===== config.mk =====
export PLATFORM = sky130hd
export DESIGN_NAME = gshare_history_table
export DESIGN_NICKNAME = d
export VERILOG_FILES = /design/src/rtl/bp_pkg.sv /design/src/rtl/bp_sat_counter.sv /design/src/rtl/gshare_history_table.sv
export SDC_FILE = /design/constraint.sdc
export NUM_CORES = 1
export LEC_CHECK = 0
export ABC_AREA = 0
export BUFFER_PORTS_ARGS = -buffer_cell sky130_fd_sc_hd__buf_4
export CAP_MARGIN = 5
export CORE_ASPECT_RATIO = 0.6
export CORE_MARGIN = 8
export CORE_UTILIZATION = 64
export CTS_CLUSTER_SIZE = 24
export DETAILED_ROUTE_END_ITERATION = 7
export MAX_ROUTING_LAYER = met4
export PLACE_DENSITY = 0.93
export SLEW_MARGIN = 20
export SYNTH_ARGS = -nofsm -noshare
export SYNTH_HDL_FRONTEND = slang
export SYNTH_SLANG_ARGS = --single-unit
export TNS_END_PERCENT = 30

===== constraint.sdc =====
create_clock -name clk -period 6.72 [get_ports clk]
set_clock_uncertainty 0.05 [all_clocks]
set_input_delay 1.344 -clock clk [delete_from_list [all_inputs] [get_ports clk]]
set_output_delay 1.344 -clock clk [all_outputs]
set_load 0.005 [all_outputs]

===== src/rtl/bp_pkg.sv =====
// bp_pkg: shared types, mode constants and index hash for the branch predictors.
package bp_pkg;
  typedef enum logic {INIT, RUN} bp_state_t;
  localparam int BP_MODE_BIMODAL = 0;
  localparam int BP_MODE_GSHARE = 1;
  // Callers zero-extend their fields to 32 bits and truncate the result to their index width.
  function automatic logic [31:0] bp_index(input logic [31:0] pc_bits, input logic [31:0] hist,
                                           input logic gshare);
    return pc_bits ^ (gshare ? hist : 32'd0);
  endfunction
endpackage


===== src/rtl/bp_sat_counter.sv =====
// bp_sat_counter: next value of an up/down counter that saturates at both ends.
module bp_sat_counter #(
  parameter int CTR_W = 2
) (
  input  logic [CTR_W-1:0] cur,
  input  logic             inc,
  output logic [CTR_W-1:0] nxt
);
  always_comb nxt = inc ? (&cur ? cur : cur + 1'b1) : (|cur ? cur - 1'b1 : cur);
endmodule


===== src/rtl/gshare_history_table.sv =====
// gshare_history_table: saturating-counter direction predictor with global history,
// cleared by a sweep after reset and trained from execute.
module gshare_history_table import bp_pkg::*; #(
  parameter int ADDR_W      = 7,
  parameter int ENTRIES     = 32,
  parameter int INDEX_SHIFT = 2,
  parameter int CTR_W       = 2,
  parameter int INIT_CTR    = 1,
  parameter int GHR_W       = 5,
  parameter int MODE        = BP_MODE_GSHARE
) (
  input  logic              clk,
  input  logic              arst_n,
  output logic              ready,
  input  logic              lookup_en,
  input  logic [ADDR_W-1:0] lookup_addr,
  output logic              pred_valid,
  output logic              prediction,
  output logic [GHR_W-1:0]  pred_ghr,
  input  logic              upd_en,
  input  logic [ADDR_W-1:0] upd_addr,
  input  logic              upd_taken,
  input  logic              upd_mispredict,
  input  logic [GHR_W-1:0]  upd_ghr
);
  localparam int IDX_W = $clog2(ENTRIES);
  localparam logic GSHARE = (MODE == BP_MODE_GSHARE);
  bp_state_t state, state_nxt;
  logic [IDX_W-1:0] ptr, lk_idx, up_idx;
  logic [GHR_W-1:0] ghr;
  logic [CTR_W-1:0] tbl [ENTRIES];
  logic [CTR_W-1:0] ctr_nxt;
  logic run, lu, pred_bit;
  logic unused_bits;
  assign run = state == RUN;
  assign ready = run;
  assign lu = run & lookup_en;
  assign lk_idx = IDX_W'(bp_index(32'(lookup_addr[INDEX_SHIFT +: IDX_W]), 32'(ghr), GSHARE));
  assign up_idx = IDX_W'(bp_index(32'(upd_addr[INDEX_SHIFT +: IDX_W]), 32'(upd_ghr), GSHARE));
  assign pred_bit = tbl[lk_idx][CTR_W-1];
  assign unused_bits = ^{lookup_addr, upd_addr, upd_ghr};
  bp_sat_counter #(.CTR_W(CTR_W)) u_ctr (.cur(tbl[up_idx]), .inc(upd_taken), .nxt(ctr_nxt));
  always_comb state_nxt = (state == INIT && ptr == IDX_W'(ENTRIES - 1)) ? RUN : state;
  always_ff @(posedge clk) begin
    if (!arst_n) begin
      state      <= INIT;
      ptr        <= '0;
      ghr        <= '0;
      pred_valid <= 1'b0;
      prediction <= 1'b0;
      pred_ghr   <= '0;
    end else begin
      state      <= state_nxt;
      ptr        <= run ? ptr : ptr + 1'b1;
      pred_valid <= lu;
      if (lu) begin
        prediction <= pred_bit;
        pred_ghr   <= ghr;
      end
      // Truncating {history, bit} keeps the newest GHR_W bits, also for GHR_W = 1.
      ghr <= (run && upd_en && upd_mispredict) ? GHR_W'({upd_ghr, upd_taken}) :
             lu ? GHR_W'({ghr, pred_bit}) : ghr;
    end
  end
  // Single write port: the clear sweep owns it in INIT, training owns it in RUN.
  always_ff @(posedge clk) begin
    if (arst_n) begin
      if (!run) tbl[ptr] <= CTR_W'(INIT_CTR);
      else if (upd_en) tbl[up_idx] <= ctr_nxt;
    end
  end
endmodule


### Yosys cells after proc, flatten, opt, wreduce, memory -nomap -nowiden

Memory sizes are Yosys's and may differ from the RTL's.
Index checks and enable logic that the tools add are counted.

| operators by class | value |
|---|---|
| reductions and logical operators | 7 |
| bitwise gates (word level) | 4 |
| multiplexer cells | 15 |
| equal/unequal tests | 1 |
| add/sub/neg operators | 3 |

Operator list:

| kind | count |
|---|---|
| 2-to-1 mux 5 bit | 3 |
| bitwise XOR 5 bit | 2 |
| 2-to-1 mux 1 bit | 8 |
| 2-to-1 mux 2 bit | 4 |
| adder 5 x 1 -> 5 bit (second input constant) | 1 |
| equality test 5 bit (second input constant) | 1 |
| OR reduction 2 bit | 2 |
| logical AND 1 bit | 3 |
| adder 2 x 1 -> 2 bit (second input constant) | 1 |
| AND reduction 2 bit | 1 |
| nonzero test 2 bit | 1 |
| subtractor 2 x 1 -> 2 bit (second input constant) | 1 |
| bitwise AND 1 bit | 1 |
| NOT 1 bit | 1 |

| storage, ports and cells | value |
|---|---|
| register bits | 18 |
| bits in writable memories | 64 |
| word-level logic and storage cells | 37 |
| input bits | 25 |
| memories kept | 1 |
| output and inout port bits | 8 |

Memory list:

| memory | depth | bits a word | rd ports | clocked after Yosys merged registers in | write ports | RTL line | source |
|---|---|---|---|---|---|---|---|
| tbl | 32 | 2 | 2 | 0 | 1 | gshare_history_table.sv:31 | `logic [CTR_W-1:0] tbl [ENTRIES];` |

### Longest topological paths before layout

Gate-level depths: netlist (run 1).

| depth | value |
|---|---|
| depth in word-level cells | 6 |
| gate-level depth with buffers | 8 |
| depth with buffers taken out | 7 |

### By module

A second synthesis (run 1) with hierarchy kept.

| second synthesis, totals | value |
|---|---|
| cell total of the unflattened synthesis | 273 |
| area, all modules | 3,873.7 µm² |

Modules (own cells, without submodules):

| module | seq. area each (µm²) | cells an instance | area an instance (µm²) | instances |
|---|---|---|---|---|
| gshare_history_table | 2,282.2 | 270 | 3,847.4 | 1 |
| bp_sat_counter | 0.0 | 3 | 26.3 | 1 |

### Worst setup path after synthesis (run 1)

No wires, ideal clock.

| timing | value |
|---|---|
| kind | in2reg |
| start point | input port upd_ghr[1] |
| end point | memory tbl[0][0], data pin |
| path buffers | 1 |
| required time | 6.302 ns |
| path slack | 2.615 ns |
| cell stages on the path | 8 |
| setup time | 0.368 ns |
| data arrival time | 3.686 ns |
| cell sequence | xor2_1 -> buf_2 -> mux4_2 -> a22oi_1 -> nand3_1 -> nor2_1 -> a21oi_1 -> o21bai_1 |

| between the ends | value |
|---|---|
| word-level cells in the longest chain between the ends | 6 |
| elaborated cells between the ends (all ways) | 10 |
| those cells by class | add/sub (2); mux (4); bitwise (1); reduce/logical (2); memory (1) |

Ends and longest elaborated chain:

| element | RTL line | source |
|---|---|---|
| start, declared | gshare_history_table.sv:24 | `input logic [GHR_W-1:0] upd_ghr` |
| bitwise XOR 5 bit * | bp_pkg.sv:9 | `return pc_bits ^ (gshare ? hist : 32'd0);` |
| memory (32 x 2 bit) * | - |  |
| subtractor 2 x 1 -> 2 bit (tied with other cells) | bp_sat_counter.sv:9 | `always_comb nxt = inc ? (&cur ? cur : cur + 1'b1) : (\|cur ? cur - 1'b1 : cur);` |
| 2-to-1 mux 2 bit | bp_sat_counter.sv:9 |  |
| 2-to-1 mux 2 bit * | bp_sat_counter.sv:9 |  |
| 2-to-1 mux 2 bit (no line) * | - |  |
| end, declared | gshare_history_table.sv:31 |  |

Every way passes the cells marked *; elsewhere a longest branch is shown, timed or not.

### Final worst setup path (run 1)

| timing | value |
|---|---|
| start point | input port upd_addr[4] |
| end point | memory tbl[9][0], data pin |

| between the ends | value |
|---|---|
| word-level cells in the longest chain between the ends | 6 |
| elaborated cells between the ends (all ways) | 10 |
| those cells by class | add/sub (2); mux (4); bitwise (1); reduce/logical (2); memory (1) |

Ends and longest elaborated chain:

| element | RTL line | source |
|---|---|---|
| start, declared | gshare_history_table.sv:21 | `input logic [ADDR_W-1:0] upd_addr,` |
| bitwise XOR 5 bit * | bp_pkg.sv:9 |  |
| memory (32 x 2 bit) * | - |  |
| subtractor 2 x 1 -> 2 bit (tied with other cells) | bp_sat_counter.sv:9 |  |
| 2-to-1 mux 2 bit | bp_sat_counter.sv:9 |  |
| 2-to-1 mux 2 bit * | bp_sat_counter.sv:9 |  |
| 2-to-1 mux 2 bit (no line) * | - |  |

Marked as above.

==> results of run 1 <==
stage by stage:
step	util, %	power (mW)
6_report	74.6	1.09
5_1_grt	74.6	1.12
4_1_cts	74.5	1.09
3_5_place_dp	70.1	0.643
3_3_place_gp	70.1	0.640
2_1_floorplan	-	0.613
logic make-up after synthesis:
family	Yosys count	synth area share, %
AO/OA/AOI/OAI	38	6.39
adder cells (fa/ha/maj)	3	0.899
AND/OR/NAND/NOR	112	12.3
flip-flops	82	58.6
XOR/XNOR	18	4.72
buffers and inverters	10	1.09
multiplexers	26	16.0
layout make-up:
class                   instances  area [um^2]
clock buffers                   9          124
clock inverters                 7          140
fillers                       376         1520
inverters                       2         7.51
multi-input cells             197         1580
flip-flops and latches         82         2280
well taps                      84          105
repair buffers                 32          240
worst max-delay path: stages:
cell and delay (ns):
buf_4 0.14, xor2_4 0.39, mux4_1 0.64, a22oi_1 0.20
nand3_1 0.11, nor2_1 0.18, a21oi_1 0.09, o21bai_1 0.67
buf_4 0.37
flip-flops by register name, indices dropped and copies added (netlist names):
signal,count
ptr,5
prediction,1
pred_ghr,5
ghr,5
tbl,64
pred_valid,1
ready,1
power by group:
| part | switching, mW | internal (mW) | leakage, nW |
|---|---|---|---|
| registers | 0.00247 | 0.542 | 0.767 |
| clock network | 0.175 | 0.284 | 0.127 |
| logic | 0.0500 | 0.0396 | 0.684 |
path summary, 6_finish.rpt:
path / to / slack [ns] / cells after the start
max: tbl[9][0] / 2.71 / 9
max reg2reg: tbl[9][0] / 3.95 / 7
min: pred_ghr[4] / 0.42 / 2
min reg2reg: pred_ghr[4] / 0.42 / 2
Yosys cell counts (2+ instances only):
| library cell | number |
|---|---|
| edfxtp_1 | 64 |
| nor2_1 | 46 |
| nand2_1 | 34 |
| dfxtp_1 | 18 |
| mux4_1 | 17 |
| nand3_1 | 11 |
| xnor2_1 | 11 |
| o21ai_0 | 9 |
| a22oi_1 | 7 |
| mux4_2 | 7 |
| nor3_1 | 7 |
| a21boi_0 | 6 |
| a31oi_1 | 5 |
| and2_1 | 5 |
| clkbuf_1 | 5 |
| xor2_1 | 5 |
| and3_1 | 4 |
| o21a_1 | 4 |
| a21oi_1 | 3 |
| ha_1 | 2 |
| inv_1 | 2 |
| mux2i_1 | 2 |
| nor2b_1 | 2 |
per-layer routing:
metal / global-route usage (%) / part of all wire, % / vias up
met5: - / 0 / -
met4: 5.59 / 2.0 / 0
met3: 6.88 / 12 / 21
met2: 30.3 / 46 / 160
met1: 26.1 / 40 / 1275
li1: - / - / 1172
==> impl_results.md, run 1 <==
- Placed Area: 4210 um^2
- Critical path origin: upd_addr[4]
- Via/cell ratio: 6.36
- Actual slew at the worst max-slew pin: 0.897 ns
- Min cycle time layout: 4.01 ns
- Post-synthesis cell area: 3900 um^2
- Syn Nets: 316
- Die H: 76.4 um
- Post-route ant nets: 0
- Leakage power total: 1.58 nW
- Antenna violations before repair: 0
- Hold Buf Count CTS: 0
- Final Cell Area: 4480 um^2
- CTS tree: done
- PnR worst setup slack: 2.71 ns
- GRT Total Usage: 20.4%
- MaxCap Viol Count: 0
- H-tree depth: 3
- FP Rows: 22
- PD cells: 244 nW/um^2
- Final Hold Fails: 0
- Synth warn: 0
- Most frequent cells in the layout: 64 x edfxtp_1, 46 x nor2_1, 34 x nand2_1
- Worst-skew pair later-pin latency: 0.36 ns
- Max clock buf depth: 2
- Vias in the first global route: 2,529
- Final non-filler cell total: 413
- Share of layout cells above drive strength 1: 17.3%
- Core area: 6000 um^2
- Final period util: 59.7%
- Critical path type: in -> reg
- Remaining global-route overflow: 0
- Post-synth EDFFs: 64
- Largest net degree at the start of global routing: 24
- Clock transition at path regs: 0.08 ns
- Synth-to-Final Area Change: 14.9%
- Sequential area share after synthesis: 58.6%
- # port buffers: 28
- Clk Tree Root Cell: clkbuf_8
- RSZ-0062 raised after global routing: no
- Most common cell after layout, fill and taps aside: edfxtp_1
- Placed cell count: 397
- Distinct cells, synth: 36
- Max Clk Rate: 0.249 GHz
- Status: completed
- I/O Pins: 33
- CP endpoint kind: flop
- Synth async-reset ratio: 0%
- Beginning of the worst hold path: pred_ghr[4]
- Post_cts resized: 0
- Final #Nets: 351
- Die area: 8920 um^2
- Avg WL per Cell: 20.5 um
- Slew margin rel.: 40.0%
- Overall via count from detail_route: 2,628
- Final WL: 8490 um
- Post-DP HPWL: 5980 um
- Cell taking the most area after synthesis: edfxtp_1
- Post-Place Setup Slack: 2.36 ns
- Top FF cell, synth: edfxtp_1
- First-pass DRT Iterations: 7
- GPL Wtd Cong: 0.886
- Yosys reg bits: 82
- Postcts setup bufs: 0
- Clk sinks: 82
- Syn Area/Cell: 13.5 um^2
- Iteration-0 DRC Markers: 285
- Initial core utilization: 64.9%
- Top cells by area, synth: edfxtp_1 49%, mux4_1 11%, dfxtp_1 9.2%
- DRC errors left: 0
- Num CTS Buffers: 9
- Worst hold path type: reg -> reg
- Peak supply drop: 0.000181 V
- CP Data Required Time: 6.85 ns
- Max FO, Critical Path: 20
- Area share of the largest cell type after synthesis: 49.3%
- Setup TNS: 0 ns
- Max Slew Vio Count: 0
- Reg2Reg Launch Point: tbl[18][0]
- Data arrival, critical path: 4.14 ns
- Crit start category: primary input
- ANT cells: 0
- Die width: 117 um
- Min Hold Slack: 0.417 ns
- Final setup vio count: 0
- First-pass GRT wire length: 13,000 um
- Cell count after synthesis: 289
No activity file was read; power rests on OpenSTA's default activity.
==> inputs of run 2 (changes only) <==
ABC_AREA = 1   (was 0)
CORE_UTILIZATION = 54   (was 64)
PLACE_DENSITY = 0.84   (was 0.93)
clock period = 3.42 ns   (was 6.72 ns; I/O delays follow)
==> impl_results.md, run 2 <==
- Status: completed
- Seq. cell area: 2280 um^2
- Syn Area/Cell: 8.81 um^2
- Die H: 84.3 um
- Final #Nets: 537
- MaxCap Viol Count: 0
- Area share of the largest cell type after synthesis: 45.7%
- Critical path type: in -> reg
- Largest register FFs: 64
- I/O Pins: 33
- First-pass GRT wire length: 17,700 um
- Min cycle time layout: 2.39 ns
- PD cells: 487 nW/um^2
- FP Rows: 25
- Synth-to-Final Area Change: 16.3%
- Post-route ant nets: 0
- Die width: 130 um
- Logic pwr share: 11.1%
- Synth warn: 0
- Distinct cells, synth: 33
- Most common cell after layout, fill and taps aside: nand2_1
- Antenna violations before repair: 0
- Filler cell count in the final layout: 644
- Clk Tree Root Cell: clkbuf_16
- Worst-skew pair later-pin latency: 0.34 ns
- Initial core utilization: 54.4%
- Clock transition at path regs: 0.06 ns
- Hold Buf Count CTS: 0
- Avg WL per Cell: 17.6 um
- # port buffers: 28
- Data arrival, critical path: 2.41 ns
- Overall via count from detail_route: 3,625
- Top cells by area, synth: edfxtp_1 46%, nand2_1 11%, nand3_1 10%
- CP endpoint kind: flop
- ANT cells: 0
- Peak supply drop: 0.000336 V
- Cell count after synthesis: 477
- Post-synth EDFFs: 64
- H-tree depth: 3
- Slew margin rel.: 39.1%
- CTS tree: done
- Share of layout cells above drive strength 1: 16.3%
- Leakage power total: 1.98 nW
- Cells along the critical path: buf_4 > inv_1 > nand2_1 > nand2_1 > buf_4 > nand2_1 > nand3_1 > nand3_1 > nand3_1 > nand3_2 > nand2_2 > nand2_1 > nand2_1 > nand3_1 > buf_4
- Clk sinks: 82
- Max FO, Critical Path: 24
- Placed cell count: 607
- GPL Wtd Cong: 0.976
- Final setup vio count: 0
- Vias in the first global route: 3,492
- Syn Nets: 504
- Worst R2R Path Depth: 6
- WHS Path Cells: 2
- RSZ-0062 raised after global routing: no
- DRC errors left: 0
- Post-DP HPWL: 7530 um
- Most frequent cells after synthesis: 123 x nand2_1, 85 x nand3_1, 64 x edfxtp_1, 47 x inv_1, 47 x nor2_1
- Core area: 7730 um^2
- CP max-delay cell: buf_4
- Biggest register: tbl
- First-pass DRT Iterations: 6
- Most frequent CP cell: nand2_1
- Cell taking the most area after synthesis: edfxtp_1
- Crit path largest cell delay: 0.30 ns
- Post-synthesis cell area: 4200 um^2
- Actual slew at the worst max-slew pin: 0.907 ns
- Max Clk Rate: 0.418 GHz
- Final Hold Fails: 0
- Num CTS Buffers: 9
- Largest net degree at the start of global routing: 42
- Clock power frac: 44.0%
- Die area: 11,000 um^2
- Count leader, synth: nand2_1
- Most frequent cells in the layout: 123 x nand2_1, 85 x nand3_1, 64 x edfxtp_1
- Flop pwr share: 44.9%
- Worst hold path type: reg -> reg
- Yosys reg bits: 82
- Setup TNS: 0 ns
- Max Slew Vio Count: 0
- Final period util: 70.0%
- Remaining global-route overflow: 0
- Area of the multi-input gates: 1620 um^2
- Pint: 1.83 mW
- Crit start category: primary input
- Iteration-0 DRC Markers: 528
- Sequential area share after synthesis: 54.3%
- Sw Share: 23.3%
- Psw: 0.555 mW
- Min Hold Slack: 0.427 ns
- GRT Total Usage: 21.9%
- CP Data Required Time: 3.43 ns
- Postcts setup bufs: 0
- Top FF cell, synth: edfxtp_1
- Final non-filler cell total: 623
- Final WL: 10,900 um
- Max clock buf depth: 2
- Via/cell ratio: 5.82
- Post_cts resized: 0
- Synth async-reset ratio: 0%
## run 2: cell types whose count changed after synthesis, sizes merged, moves of 5 or more
cell	change
nand2	+91
nand3	+82
inv	+55
mux4	-24
buf	+8
a21oi	+7
a22oi	-7
o211ai	+7
a21boi	-6
and2	-5
o21ai	+5
xor2	-5
## run 2: logic make-up after synthesis
family	after synthesis	synth area share, %
compound gates	38	6.28
xor+xnor	9	2.23
fa+ha+maj	2	0.595
buf+inv	71	7.08
flops	82	54.3
simple gates	275	29.5
## run 2: layer usage
layer  routed length, um  global-route usage (%)  up-vias
met4                 210                    7.55        0
met2                4870                    31.4      233
met1                4430                    28.3     1694
met5                   0                       -        -
li1                    -                       -     1670
met3                1450                    7.21       28
## run 2: worst paths after layout
path                   start          to  slack, ns
hold reg to reg   prediction  prediction       0.43
setup / recovery  upd_ghr[0]   tbl[8][0]       1.03
hold / removal    prediction  prediction       0.43
setup reg to reg       ready   tbl[6][1]       1.07
## run 2: power groups by stage
| stage | clock, mW | combinational [mW] | sequential (mW) |
|---|---|---|---|
| finish | 1.05 | 0.263 | 1.07 |
| global route | 1.11 | 0.286 | 1.07 |
| CTS | 1.06 | 0.258 | 1.07 |
| detailed placement | 0 | 0.254 | 1.09 |
| global placement | 0 | 0.248 | 1.09 |
| floorplan | 0 | 0.171 | 1.09 |
## run 2: final cells by class
cell class              count  area share (%)
flip-flops and latches     82            46.7
clock buffers              13            5.99
inverters                  57            4.43
well taps                 108            2.76
repair buffers             36            6.04
clock inverters             3           0.845
multi-input cells         324            33.2
## run 2: stage by stage
stage	worst slack (ns)	util [%]	cell area, um^2	total power [mW]
5_1_grt	0.843	63.3	4890	2.46
3_3_place_gp	0.784	58.9	4550	1.34
4_1_cts	1.05	63.3	4890	2.39
3_5_place_dp	0.728	58.9	4550	1.35
2_1_floorplan	0.566	-	4200	1.26
6_report	1.03	63.3	4890	2.38
## run 2: critical path, delay by kind of cell
| family | cells | cell delay, ns |
|---|---|---|
| buffers and inverters | 4 | 0.72 |
| AND/OR/NAND/NOR | 11 | 0.98 |
==> inputs of run 3 (changes only) <==
clock period = 2.15 ns   (was 3.42 ns; I/O delays follow)
==> impl_results.md, run 3 (synthesized netlist as in run 2, its figures left out) <==
- Status: finished, violations left
- Violated checks: setup timing
- Max clock buf depth: 2
- Num CTS Buffers: 9
- PD cells: 714 nW/um^2
- Setup TNS: -0.0278 ns
- Share of layout cells above drive strength 1: 20.7%
- FP Rows: 25
- First-pass GRT wire length: 18,400 um
- Placed Area: 4750 um^2
- Antenna violations before repair: 0
- Peak supply drop: 0.000656 V
- Clock transition at path regs: 0.06 ns
- Clock power frac: 39.7%
- Pint: 2.73 mW
- MaxCap Viol Count: 0
- Biggest register: tbl
- Actual slew at the worst max-slew pin: 0.527 ns
- GRT Total Usage: 22.8%
- DRC errors left: 0
- CP max-delay cell: xnor2_2
- Largest register FFs: 64
- H-tree depth: 3
- Top delay family on crit path: simple AND/OR/NAND/NOR gates
- Most frequent CP cell: nand3_1
- Critical path type: in -> reg
- Die area: 11,000 um^2
- Placed cell count: 630
- First-pass DRT Iterations: 5
- Worst hold path type: in -> reg
- Initial core utilization: 54.4%
- Worst-skew pair later-pin latency: 0.35 ns
- Core Util, Final: 65.9%
- Final non-filler cell total: 649
- Post-route ant nets: 0
- CTS tree: done
- Filler cell count in the final layout: 594
- Sw Share: 25.0%
- Most frequent cells in the layout: 122 x nand2_1, 84 x nand3_1, 64 x edfxtp_1
- Final Hold Fails: 0
- Vias in the first global route: 3,576
- Max Slew Vio Count: 0
- Most common cell after layout, fill and taps aside: nand2_1
- Slew margin rel.: 64.8%
- PnR worst setup slack: -0.00417 ns
- Power Total: 3.64 mW
- Crit path largest cell delay: 0.31 ns
- Die H: 84.3 um
- Post-DP HPWL: 8030 um
- Data arrival, critical path: 2.20 ns
- Crit start category: primary input
- Final WL: 11,800 um
- ANT cells: 0
- Overall via count from detail_route: 3,727
- RSZ-0062 raised after global routing: yes
- # port buffers: 28
- Max FO, Critical Path: 16
- Avg WL per Cell: 18.2 um
- Hold Buf Count CTS: 0
- Logic pwr share: 13.5%
- Final setup vio count: 10
- Remaining global-route overflow: 0
- GPL Wtd Cong: 0.978
- Via/cell ratio: 5.74
- Core area: 7730 um^2
- Max Clk Rate: 0.464 GHz
- Leakage power total: 2.09 nW
- Iteration-0 DRC Markers: 549
- Critical path buffers and inverters: 3
- I/O Pins: 33
- Final period util: 100%
- Final Cell Area: 5090 um^2
- Psw: 0.909 mW
- Flop pwr share: 46.9%
- Cells along the critical path: buf_4 > xnor2_2 > buf_4 > nand3_1 > nand3_1 > nand3_1 > nand3_1 > nand2_2 > a21oi_2 > nor2_4 > buf_12
- Clk sinks: 82
- Synth-to-Final Area Change: 21.2%
- Min cycle time layout: 2.15 ns
- CP endpoint kind: flop
- Final #Nets: 563
- CP Data Required Time: 2.19 ns
- Clk Tree Root Cell: clkbuf_16
- Die width: 130 um
- Largest net degree at the start of global routing: 42
[run 3: layer usage]
| metal | up-vias | wire length [um] | global-route usage [%] | share of wire [%] |
|---|---|---|---|---|
| li1 | 1720 | - | - | - |
| met1 | 1735 | 4750 | 29.9 | 40 |
| met2 | 241 | 5260 | 32.4 | 45 |
| met3 | 31 | 1490 | 7.40 | 13 |
| met4 | 0 | 301 | 7.86 | 2.6 |
| met5 | - | 0 | - | 0 |
[run 3: stage by stage]
| stage | setup WS, ns | hold WS (ns) |
|---|---|---|
| 2_1_floorplan | 0.0201 | 0.412 |
| 3_3_place_gp | -0.400 | 0.407 |
| 3_5_place_dp | -0.482 | 0.409 |
| 4_1_cts | 0.00358 | 0.389 |
| 5_1_grt | -0.0814 | 0.426 |
| 6_report | -0.00417 | 0.393 |
[run 3: power by group through the flow]
| stage | Sequential (mW) | Clock [mW] | Combinational, mW |
|---|---|---|---|
| final | 1.70 | 1.44 | 0.490 |
| after global routing | 1.70 | 1.51 | 0.530 |
| after CTS | 1.70 | 1.45 | 0.470 |
| after detailed placement | 1.74 | 0 | 0.459 |
| after global placement | 1.74 | 0 | 0.445 |
| after floorplan | 1.73 | 0 | 0.276 |
[run 3: repair_timing]
action / CTS / global route
cloned: 1 / 0
setup buffers: 0 / 2
endpoints found under the setup margin: 32 / 64
endpoints found under the hold margin: 0 / 0
gates resized for setup: 1 / 4
pin swaps: 1 / 3
[run 3: worst reg2reg max path, stage by stage (launching register included)]
cell     delay (ns)
dfxtp_1        0.34
inv_2          0.07
nor3_4         0.22
inv_2          0.10
buf_4          0.17
o21ai_4        0.21
nand3_4        0.22
nor2_1         0.29
[run 3: path summary, 6_finish.rpt]
| check | startpoint | depth (start not counted) | slack (ns) | end |
|---|---|---|---|---|
| hold reg to reg | pred_ghr[1] | 2 | 0.42 | pred_ghr[1] |
| setup reg to reg | ready | 7 | 0.17 | tbl[16][0] |
| hold / removal | upd_ghr[3] | 3 | 0.39 | ghr[4] |
| setup / recovery | upd_ghr[1] | 11 | -0.004 | tbl[23][1] |
[run 3: area by class of cell]
type | instances | area [um^2] | share of cell area [%]
clock buffers | 14 | 265 | 5.21
clock inverters | 2 | 12.5 | 0.246
inverters | 57 | 216 | 4.25
multi-input cells | 325 | 1660 | 32.5
flip-flops and latches | 82 | 2280 | 44.8
well taps | 108 | 135 | 2.65
repair buffers | 61 | 524 | 10.3
